===== src/rtl/can_bit_timing_if.sv =====
// can_bit_timing_if: signal bundle between the CAN bit-timing front end and its
// frame receiver/transmitter.
//   rx           raw CAN RX pin, asynchronous (1 = recessive)
//   hard_sync_en receiver waiting for SOF; enables hard synchronisation
//   sample_stb   one-cycle pulse at the sample point
//   sample_bit   bus value at the sample point, held between strobes
//   tx_stb       one-cycle pulse at bit start; transmitter drives its next bit
//   bus_idle     high after 11 consecutive recessive samples
// master: the bit-timing block. slave: the receiver/transmitter side.
interface can_bit_timing_if;
  logic rx;
  logic hard_sync_en;
  logic sample_stb;
  logic sample_bit;
  logic tx_stb;
  logic bus_idle;

  modport master (
    input  rx,
    input  hard_sync_en,
    output sample_stb,
    output sample_bit,
    output tx_stb,
    output bus_idle
  );

  modport slave (
    output rx,
    output hard_sync_en,
    input  sample_stb,
    input  sample_bit,
    input  tx_stb,
    input  bus_idle
  );
endinterface


===== src/rtl/can_bit_timing.sv =====
// can_bit_timing: CAN bit-timing and sampling front end.
// Synchronises the RX pin, divides clk into time quanta, and runs the
// SYNC/TSEG1/TSEG2 segment machine with hard sync and SJW-limited resync.
//   clk    system clock, posedge
//   rst_n  synchronous reset, active low
//   bus    can_bit_timing_if.master (rx, hard_sync_en in; sample_stb,
//          sample_bit, tx_stb, bus_idle out)
module can_bit_timing #(
  parameter int unsigned PRESCALER = 5,
  parameter int unsigned TSEG1     = 13,
  parameter int unsigned TSEG2     = 2,
  parameter int unsigned SJW       = 1
) (
  input logic              clk,
  input logic              rst_n,
  can_bit_timing_if.master bus
);

  localparam int unsigned QW   = (PRESCALER > 1) ? $clog2(PRESCALER) : 1;
  localparam int unsigned SegW = 5;
  localparam int unsigned ExtW = 3;

  localparam logic [QW-1:0]   QMax      = QW'(PRESCALER - 1);
  localparam logic [SegW-1:0] Tseg1Last = SegW'(TSEG1 - 1);
  localparam logic [SegW-1:0] Tseg2Last = SegW'(TSEG2 - 1);
  localparam logic [SegW-1:0] Tseg2Len  = SegW'(TSEG2);
  localparam logic [SegW-1:0] SjwSeg    = SegW'(SJW);
  localparam logic [ExtW-1:0] SjwExt    = ExtW'(SJW);
  localparam logic [3:0]      IdleMax   = 4'd11;

  typedef enum logic [1:0] {StSync, StTseg1, StTseg2} state_e;

  state_e          state_q, state_d;
  logic            rx_meta_q, rx_s_q, rx_prev_q;
  logic [QW-1:0]   q_cnt_q;
  logic [SegW-1:0] seg_cnt_q, seg_cnt_d;
  logic [ExtW-1:0] ext_q, ext_d;
  logic            resync_done_q, resync_done_d;
  logic            sample_bit_q, sample_bit_d;
  logic [3:0]      idle_cnt_q, idle_cnt_d;

  logic            tq_stb;
  logic            edge_det;
  logic            sample_stb_c, tx_stb_c;
  logic            sample_stb_g;

  assign tq_stb   = (q_cnt_q == '0);
  // Recessive at the previous quantum, dominant now.
  assign edge_det = tq_stb & rx_prev_q & ~rx_s_q;

  always_ff @(posedge clk) begin
    if (!rst_n) begin
      rx_meta_q     <= 1'b1;
      rx_s_q        <= 1'b1;
      rx_prev_q     <= 1'b1;
      q_cnt_q       <= QMax;
      state_q       <= StSync;
      seg_cnt_q     <= '0;
      ext_q         <= '0;
      resync_done_q <= 1'b0;
      sample_bit_q  <= 1'b1;
      idle_cnt_q    <= '0;
    end else begin
      rx_meta_q     <= bus.rx;
      rx_s_q        <= rx_meta_q;
      // Free-running: sync events never realign the quantum grid.
      q_cnt_q       <= tq_stb ? QMax : q_cnt_q - QW'(1);
      if (tq_stb) begin
        rx_prev_q <= rx_s_q;
      end
      state_q       <= state_d;
      seg_cnt_q     <= seg_cnt_d;
      ext_q         <= ext_d;
      resync_done_q <= resync_done_d;
      sample_bit_q  <= sample_bit_d;
      idle_cnt_q    <= idle_cnt_d;
    end
  end

  always_comb begin
    logic            resync;
    logic            early_sync;
    logic [ExtW-1:0] ext_eff;
    logic [SegW-1:0] seg_eff;
    logic [SegW-1:0] seg_plus;

    state_d       = state_q;
    seg_cnt_d     = seg_cnt_q;
    ext_d         = ext_q;
    resync_done_d = resync_done_q;
    sample_bit_d  = sample_bit_q;
    idle_cnt_d    = idle_cnt_q;
    sample_stb_c  = 1'b0;
    tx_stb_c      = 1'b0;
    resync        = 1'b0;
    early_sync    = 1'b0;
    ext_eff       = ext_q;
    seg_eff       = seg_cnt_q;
    seg_plus      = seg_cnt_q + SegW'(1);

    if (tq_stb) begin
      if (edge_det && bus.hard_sync_en) begin
        // Edge quantum becomes SYNC_SEG of a fresh bit.
        state_d       = StTseg1;
        seg_cnt_d     = '0;
        ext_d         = '0;
        resync_done_d = 1'b1;
      end else begin
        resync = edge_det && !resync_done_q;
        if (resync) begin
          resync_done_d = 1'b1;
        end
        unique case (state_q)
          StSync: begin
            state_d   = StTseg1;
            seg_cnt_d = '0;
          end
          StTseg1: begin
            // Late edge: stretch TSEG1 by the phase error, capped at SJW.
            if (resync) begin
              ext_eff = (seg_plus < SjwSeg) ? seg_plus[ExtW-1:0] : SjwExt;
            end
            ext_d = ext_eff;
            if (seg_cnt_q == Tseg1Last + SegW'(ext_eff)) begin
              sample_stb_c = 1'b1;
              sample_bit_d = rx_s_q;
              state_d      = StTseg2;
              seg_cnt_d    = '0;
            end else begin
              seg_cnt_d = seg_plus;
            end
          end
          StTseg2: begin
            if (resync) begin
              if (Tseg2Len - seg_cnt_q <= SjwSeg) begin
                // Early edge within reach: treat this quantum as SYNC_SEG.
                early_sync = 1'b1;
                state_d    = StTseg1;
                seg_cnt_d  = '0;
                ext_d      = '0;
                tx_stb_c   = 1'b1;
              end else begin
                seg_eff = seg_cnt_q + SjwSeg;
              end
            end
            if (!early_sync) begin
              if (seg_eff >= Tseg2Last) begin
                state_d       = StSync;
                tx_stb_c      = 1'b1;
                ext_d         = '0;
                resync_done_d = 1'b0;
              end else begin
                seg_cnt_d = seg_eff + SegW'(1);
              end
            end
          end
          default: begin
            state_d   = StSync;
            seg_cnt_d = '0;
          end
        endcase
      end
    end

    if (sample_stb_c) begin
      if (rx_s_q) begin
        idle_cnt_d = (idle_cnt_q == IdleMax) ? IdleMax : idle_cnt_q + 4'd1;
      end else begin
        idle_cnt_d = '0;
      end
    end
  end

  // Strobes are decoded combinationally so they coincide with tq_stb; gating
  // with rst_n keeps them quiet during any reset cycle.
  assign sample_stb_g   = rst_n & sample_stb_c;
  assign bus.sample_stb = sample_stb_g;
  assign bus.tx_stb     = rst_n & tx_stb_c;
  assign bus.sample_bit = sample_stb_g ? rx_s_q : sample_bit_q;
  assign bus.bus_idle   = (idle_cnt_q == IdleMax);

endmodule


===== src/flat_wrapper.sv =====
// flat-port wrapper written by rule: the top's interface ports become plain ports
module can_bit_timing_flat 
#(
  parameter int unsigned PRESCALER = 5,
  parameter int unsigned TSEG1     = 13,
  parameter int unsigned TSEG2     = 2,
  parameter int unsigned SJW       = 1
)
  (clk, rst_n, bus_rx, bus_hard_sync_en, bus_sample_stb, bus_sample_bit, bus_tx_stb, bus_bus_idle);
  can_bit_timing_if bus_i ();
  input logic clk;
  input logic rst_n;
  input wire logic [$bits(bus_i.rx)-1:0] bus_rx;
  input wire logic [$bits(bus_i.hard_sync_en)-1:0] bus_hard_sync_en;
  output wire logic [$bits(bus_i.sample_stb)-1:0] bus_sample_stb;
  output wire logic [$bits(bus_i.sample_bit)-1:0] bus_sample_bit;
  output wire logic [$bits(bus_i.tx_stb)-1:0] bus_tx_stb;
  output wire logic [$bits(bus_i.bus_idle)-1:0] bus_bus_idle;
  assign bus_i.rx = bus_rx;
  assign bus_i.hard_sync_en = bus_hard_sync_en;
  assign bus_sample_stb = bus_i.sample_stb;
  assign bus_sample_bit = bus_i.sample_bit;
  assign bus_tx_stb = bus_i.tx_stb;
  assign bus_bus_idle = bus_i.bus_idle;
  can_bit_timing #(.PRESCALER(PRESCALER), .TSEG1(TSEG1), .TSEG2(TSEG2), .SJW(SJW)) u_core (.clk(clk), .rst_n(rst_n), .bus(bus_i));
endmodule

===== config.mk =====
export PLATFORM = sky130hd
export DESIGN_NAME = can_bit_timing_flat
export DESIGN_NICKNAME = d
export VERILOG_FILES = /design/src/rtl/can_bit_timing_if.sv /design/src/rtl/can_bit_timing.sv /design/src/flat_wrapper.sv
export SDC_FILE = /design/constraint.sdc
export NUM_CORES = 1
export LEC_CHECK = 0
export BUFFER_PORTS_ARGS = -buffer_cell sky130_fd_sc_hd__buf_2
export CAP_MARGIN = 10
export CORE_MARGIN = 5
export CORE_UTILIZATION = 30
export DETAILED_ROUTE_END_ITERATION = 10
export GPL_TIMING_DRIVEN = 0
export MAX_ROUTING_LAYER = met4
export PLACE_DENSITY_LB_ADDON = 0.1
export SLEW_MARGIN = 20
export SYNTH_ARGS = -nofsm -noshare
export SYNTH_HDL_FRONTEND = slang
export SYNTH_SLANG_ARGS = --single-unit
export TNS_END_PERCENT = 100

===== constraint.sdc =====
create_clock -name clk -period 4.3 [get_ports clk]
set_input_delay 0.215 -clock clk [delete_from_list [all_inputs] [get_ports clk]]
set_output_delay 0.215 -clock clk [all_outputs]
set_load 0.03 [all_outputs]

==> implementation parameters <==
Parameter                              Value

Run status
  Outcome ... finished, final reports clean

Timing
  Final sum of negative setup slack ... 0 ns
  Final count of pins violating max slew ... 0
  Relative slew margins ... 0.561
  Final worst path period share ... 0.926
  Unrepaired setup endpoints after global routing ... false
  Final critical-path required period ... 3.98 ns
  Worst Max-Slew Pin Slew ... 0.659 ns
  Worst setup skew after layout ... 0.00198 ns
  Setup-failing EPs final ... 0
  Hold violation total from the final report ... 0
  Max frequency ... 251 MHz

Critical path
  R2R setup slack ... 0.48 ns
  Buffers plus inverters on the worst setup path ... 3
  Series of cell instances along the critical path ... buf_6, inv_1, ha_1, o21ba_2, a2111oi_4, nor2_1, ha_1, nand2_1, nand2_1, ha_1, a31oi_1, nand2_1, nor4b_4, a21oi_2, o21ai_1, nor2_1, buf_2
  Critical path's largest stage delay ... 0.40 ns
  Critical path's top delay family ... compound AO/OA/AOI/OAI gates
  Slowest stage cell, crit path ... sky130_fd_sc_hd__dfxtp_1
  Logic depth of the worst setup path including buffers ... 17
  Maximum net fanout on the critical path ... 9
  Setup crit start kind ... register
  Reg2reg end ... u_core.state_q[1]
  Worst setup startpoint ... u_core.seg_cnt_q[1]
  Class of the most critical setup path ... reg -> out
  Worst-case reg-to-reg path depth ... 16
  Arrival time of the worst setup path ... 3.76 ns
  Required time of the critical path ... 4.09 ns
  Setup crit end kind ... output port
  CP Capture Point ... bus_tx_stb
  Origin of the critical flop-to-flop path ... u_core.seg_cnt_q[1]

Cells and area
  Combined area of the multi-input logic cells ... 0.00115 mm^2
  Share of cells above drive strength 1 ... 0.132
  Layout overhead on the synthesized area ... 11.8%
  Filler instances ... 591
  Area of all sequential standard cells ... 440 um^2
  Post-layout nets ... 238
  Antenna Cells ... 0

Clocking
  CTS Buf Count ... 3
  Skew-Pair Late Insertion Delay ... 0.27 ns
  Depth of the CTS H-tree ... 1
  Clock-pin slew of the registers on the worst-case setup and hold paths ... 0.09 ns
  Clock root buffer ... sky130_fd_sc_hd__clkbuf_8
  Clock net sink count ... 22
  CTS max path bufs ... 2
  Setup fix buffers added after clock tree synthesis ... 0
  Number of buffers inserted by hold repair at cts ... 0
  Post-cts sizing count ... 0
  CTS tree ... yes

Power and ir drop
  PwrDens ... 305 mW/mm^2
  Maximum vdd ir drop ... 239 uV
  Relative contribution of sequential cells to total power ... 0.413
  Int Power ... 0.000403 W
  Final Total Pwr ... 0.000582 W
  Portion of total power attributed to combinational logic ... 0.241
  Switching power total ... 0.000179 W
  Static leakage ... 0.727 nW
  Switching power as a share of total power ... 0.307
  Clk pwr share ... 0.346

Placed design
  Total half-perimeter wirelength after legalization and detailed placement ... 3190 um
  Placer's final routability congestion estimate ... 0.766
  IO Port Bufs ... 7

Yosys
  Nets in the synthesized netlist ... 226
  Post-synth EDFFs ... 0
  Most common cell in the synthesized netlist ... sky130_fd_sc_hd__nand2_1
  Synth top cells by count ... 23 x sky130_fd_sc_hd__nand2_1, 22 x sky130_fd_sc_hd__dfxtp_1, 16 x sky130_fd_sc_hd__inv_1, 13 x sky130_fd_sc_hd__ha_1, 13 x sky130_fd_sc_hd__nor2_1
  Library cells used by synthesis ... 58
  Syn Inst Count ... 209
  Total number of yosys warnings ... 0
  Area fraction of the dominant cell type after synthesis ... 0.258
  Dominant synthesized flop cell ... sky130_fd_sc_hd__dfxtp_1
  Mapped Area ... 0.00171 mm^2
  Sequential-to-total area share from yosys stat ... 0.258
  Synth top area cells ... sky130_fd_sc_hd__dfxtp_1 26%, sky130_fd_sc_hd__ha_1 9.5%, sky130_fd_sc_hd__nand2_1 5.1%
  #FFs+latches synth ... 22
  Per-instance average area after synthesis ... 8.17 um^2
  Async SR Flop Fraction ... 0
  Biggest area consumer among synthesized cells ... sky130_fd_sc_hd__dfxtp_1

GRT
  Congestion Overflow GR ... 0
  GRT Overall Usage ... 0.122
  Vias in the first global route ... 1414
  Grt met1 use ... 0.162
  Largest net degree at the start of global routing ... 14
  Antenna violations before repair ... 0
  Gr busiest metal ... met2
  GR Layer Usage met2 ... 0.193
  Global Route met3 Usage ... 0.0243
  Global-route wire length before repair ... 7090 um

Worst hold path
  Source of the worst hold timing path ... bus_rx
  Class of the worst hold path ... in -> reg

Drt
  Number of vias per cell ... 5.21
  Avg WL per Cell ... 14.3 um
  Number of nets with antenna violations after detailed routing ... 0
  Initial detailed-routing violation count ... 79
  Total via count in the routed design ... 1522
  DRC ... 0
  Routed WL ... 4190 um
  TritonRoute pass-1 iters ... 4

Floorplanning
  Chip height ... 85.5 um
  Total die area ... 0.00730 mm^2
  Core area ... 0.00551 mm^2
  Initial standard-cell utilization of the core ... 0.310
  Die Wd ... 85.5 um
  Total I/O pin count ... 8
  Number of rows in the core area ... 27

Run
  Max-cap violation count ... 0
==> area by class of cell <==
class	count	share of cell area
clock inverters	1	0.0157
repair buffers	7	0.0183
flip-flops and latches	22	0.231
inverters	16	0.0315
well taps	72	0.0472
plain buffers	10	0.0328
clock buffers	3	0.0216
multi-input cells	161	0.602
==> placed cells by master (no fill, tap or decap), types with 3 or more instances in the layout <==
master,Yosys,layout
sky130_fd_sc_hd__a31oi_1,4,4
sky130_fd_sc_hd__a21oi_1,7,7
sky130_fd_sc_hd__nand2b_1,9,9
sky130_fd_sc_hd__clkbuf_8,0,3
sky130_fd_sc_hd__o31ai_1,3,3
sky130_fd_sc_hd__nor4_1,3,3
sky130_fd_sc_hd__nand4bb_1,3,3
sky130_fd_sc_hd__a21boi_0,4,4
sky130_fd_sc_hd__and2_1,6,6
sky130_fd_sc_hd__buf_6,3,3
sky130_fd_sc_hd__dfxtp_1,22,22
sky130_fd_sc_hd__nand3_1,6,6
sky130_fd_sc_hd__and3_1,4,4
sky130_fd_sc_hd__ha_1,13,13
sky130_fd_sc_hd__clkbuf_1,4,4
sky130_fd_sc_hd__o21ai_0,12,11
sky130_fd_sc_hd__nor3_1,5,4
sky130_fd_sc_hd__buf_2,1,8
sky130_fd_sc_hd__o211ai_1,3,3
sky130_fd_sc_hd__nor2_1,13,13
sky130_fd_sc_hd__or3_1,3,3
sky130_fd_sc_hd__inv_1,16,16
sky130_fd_sc_hd__nand2_1,23,23
==> per-stage QoR <==
stage | setup WS (ns) | hold slack, ns | std cells | instance area, um^2 | util
final | 0.320 | 0.124 | 292 | 1910 | 0.347
after global routing | 0.0415 | 0.117 | 292 | 1910 | 0.347
after CTS | 0.197 | 0.120 | 292 | 1900 | 0.346
after detailed placement | 0.469 | 0.405 | 288 | 1830 | 0.333
after global placement | 0.401 | 0.397 | 288 | 1830 | 0.333
after floorplan | 0.918 | 0.316 | 209 | 1710 | -
==> power groups by stage <==
stage               clock (W)  combinational (W)  sequential [W]
global placement            0           0.000143        0.000245
detailed placement          0           0.000141        0.000245
global route         0.000215           0.000157        0.000244
CTS                  0.000208           0.000142        0.000240
finish               0.000201           0.000141        0.000240
floorplan                   0           0.000110        0.000240
==> worst reg2reg max path: stages, from the launching register on <==
cell	delay (ns)
sky130_fd_sc_hd__dfxtp_1	0.40
sky130_fd_sc_hd__buf_6	0.16
sky130_fd_sc_hd__inv_1	0.09
sky130_fd_sc_hd__ha_1	0.33
sky130_fd_sc_hd__o21ba_2	0.25
sky130_fd_sc_hd__a2111oi_4	0.27
sky130_fd_sc_hd__nor2_1	0.10
sky130_fd_sc_hd__ha_1	0.29
sky130_fd_sc_hd__nand2_1	0.06
sky130_fd_sc_hd__nand2_1	0.07
sky130_fd_sc_hd__ha_1	0.21
sky130_fd_sc_hd__a31oi_1	0.13
sky130_fd_sc_hd__nand2_1	0.18
sky130_fd_sc_hd__nor4b_4	0.35
sky130_fd_sc_hd__a21oi_2	0.17
sky130_fd_sc_hd__or3_1	0.43
sky130_fd_sc_hd__o311ai_2	0.25
==> cells by family after synthesis <==
logic type,after synthesis,share of synthesized area
compound gates,56,0.257
xor+xnor,3,0.0154
buf+inv,26,0.0718
fa+ha+maj,13,0.0952
mux,2,0.0125
simple gates,87,0.290
flops,22,0.258
==> per-layer routing <==
layer,vias up,routed length (um)
li1,788,-
met1,717,2120
met2,15,1940
met3,2,105
met4,0,25
met5,-,0
==> registers in the layout (all words and copies together) (netlist names) <==
name / flops
u_core.ext_q: 3
u_core.idle_cnt_q: 4
u_core.q_cnt_q: 3
u_core.resync_done_q: 1
u_core.rx_meta_q: 1
u_core.rx_prev_q: 1
u_core.rx_s_q: 1
u_core.sample_bit_q: 1
u_core.seg_cnt_q: 5
u_core.state_q: 2
==> worst min path at each step <==
| stage | depth (start not counted) | to | slack, ns |
|---|---|---|---|
| floorplan | 1 | u_core.rx_meta_q | 0.32 |
| global placement | 2 | u_core.rx_meta_q | 0.40 |
| detailed placement | 2 | u_core.rx_meta_q | 0.40 |
| CTS | 2 | u_core.rx_meta_q | 0.12 |
| global route | 2 | u_core.rx_meta_q | 0.12 |
| finish | 2 | u_core.rx_meta_q | 0.12 |
(Power assumes the default switching activity.)
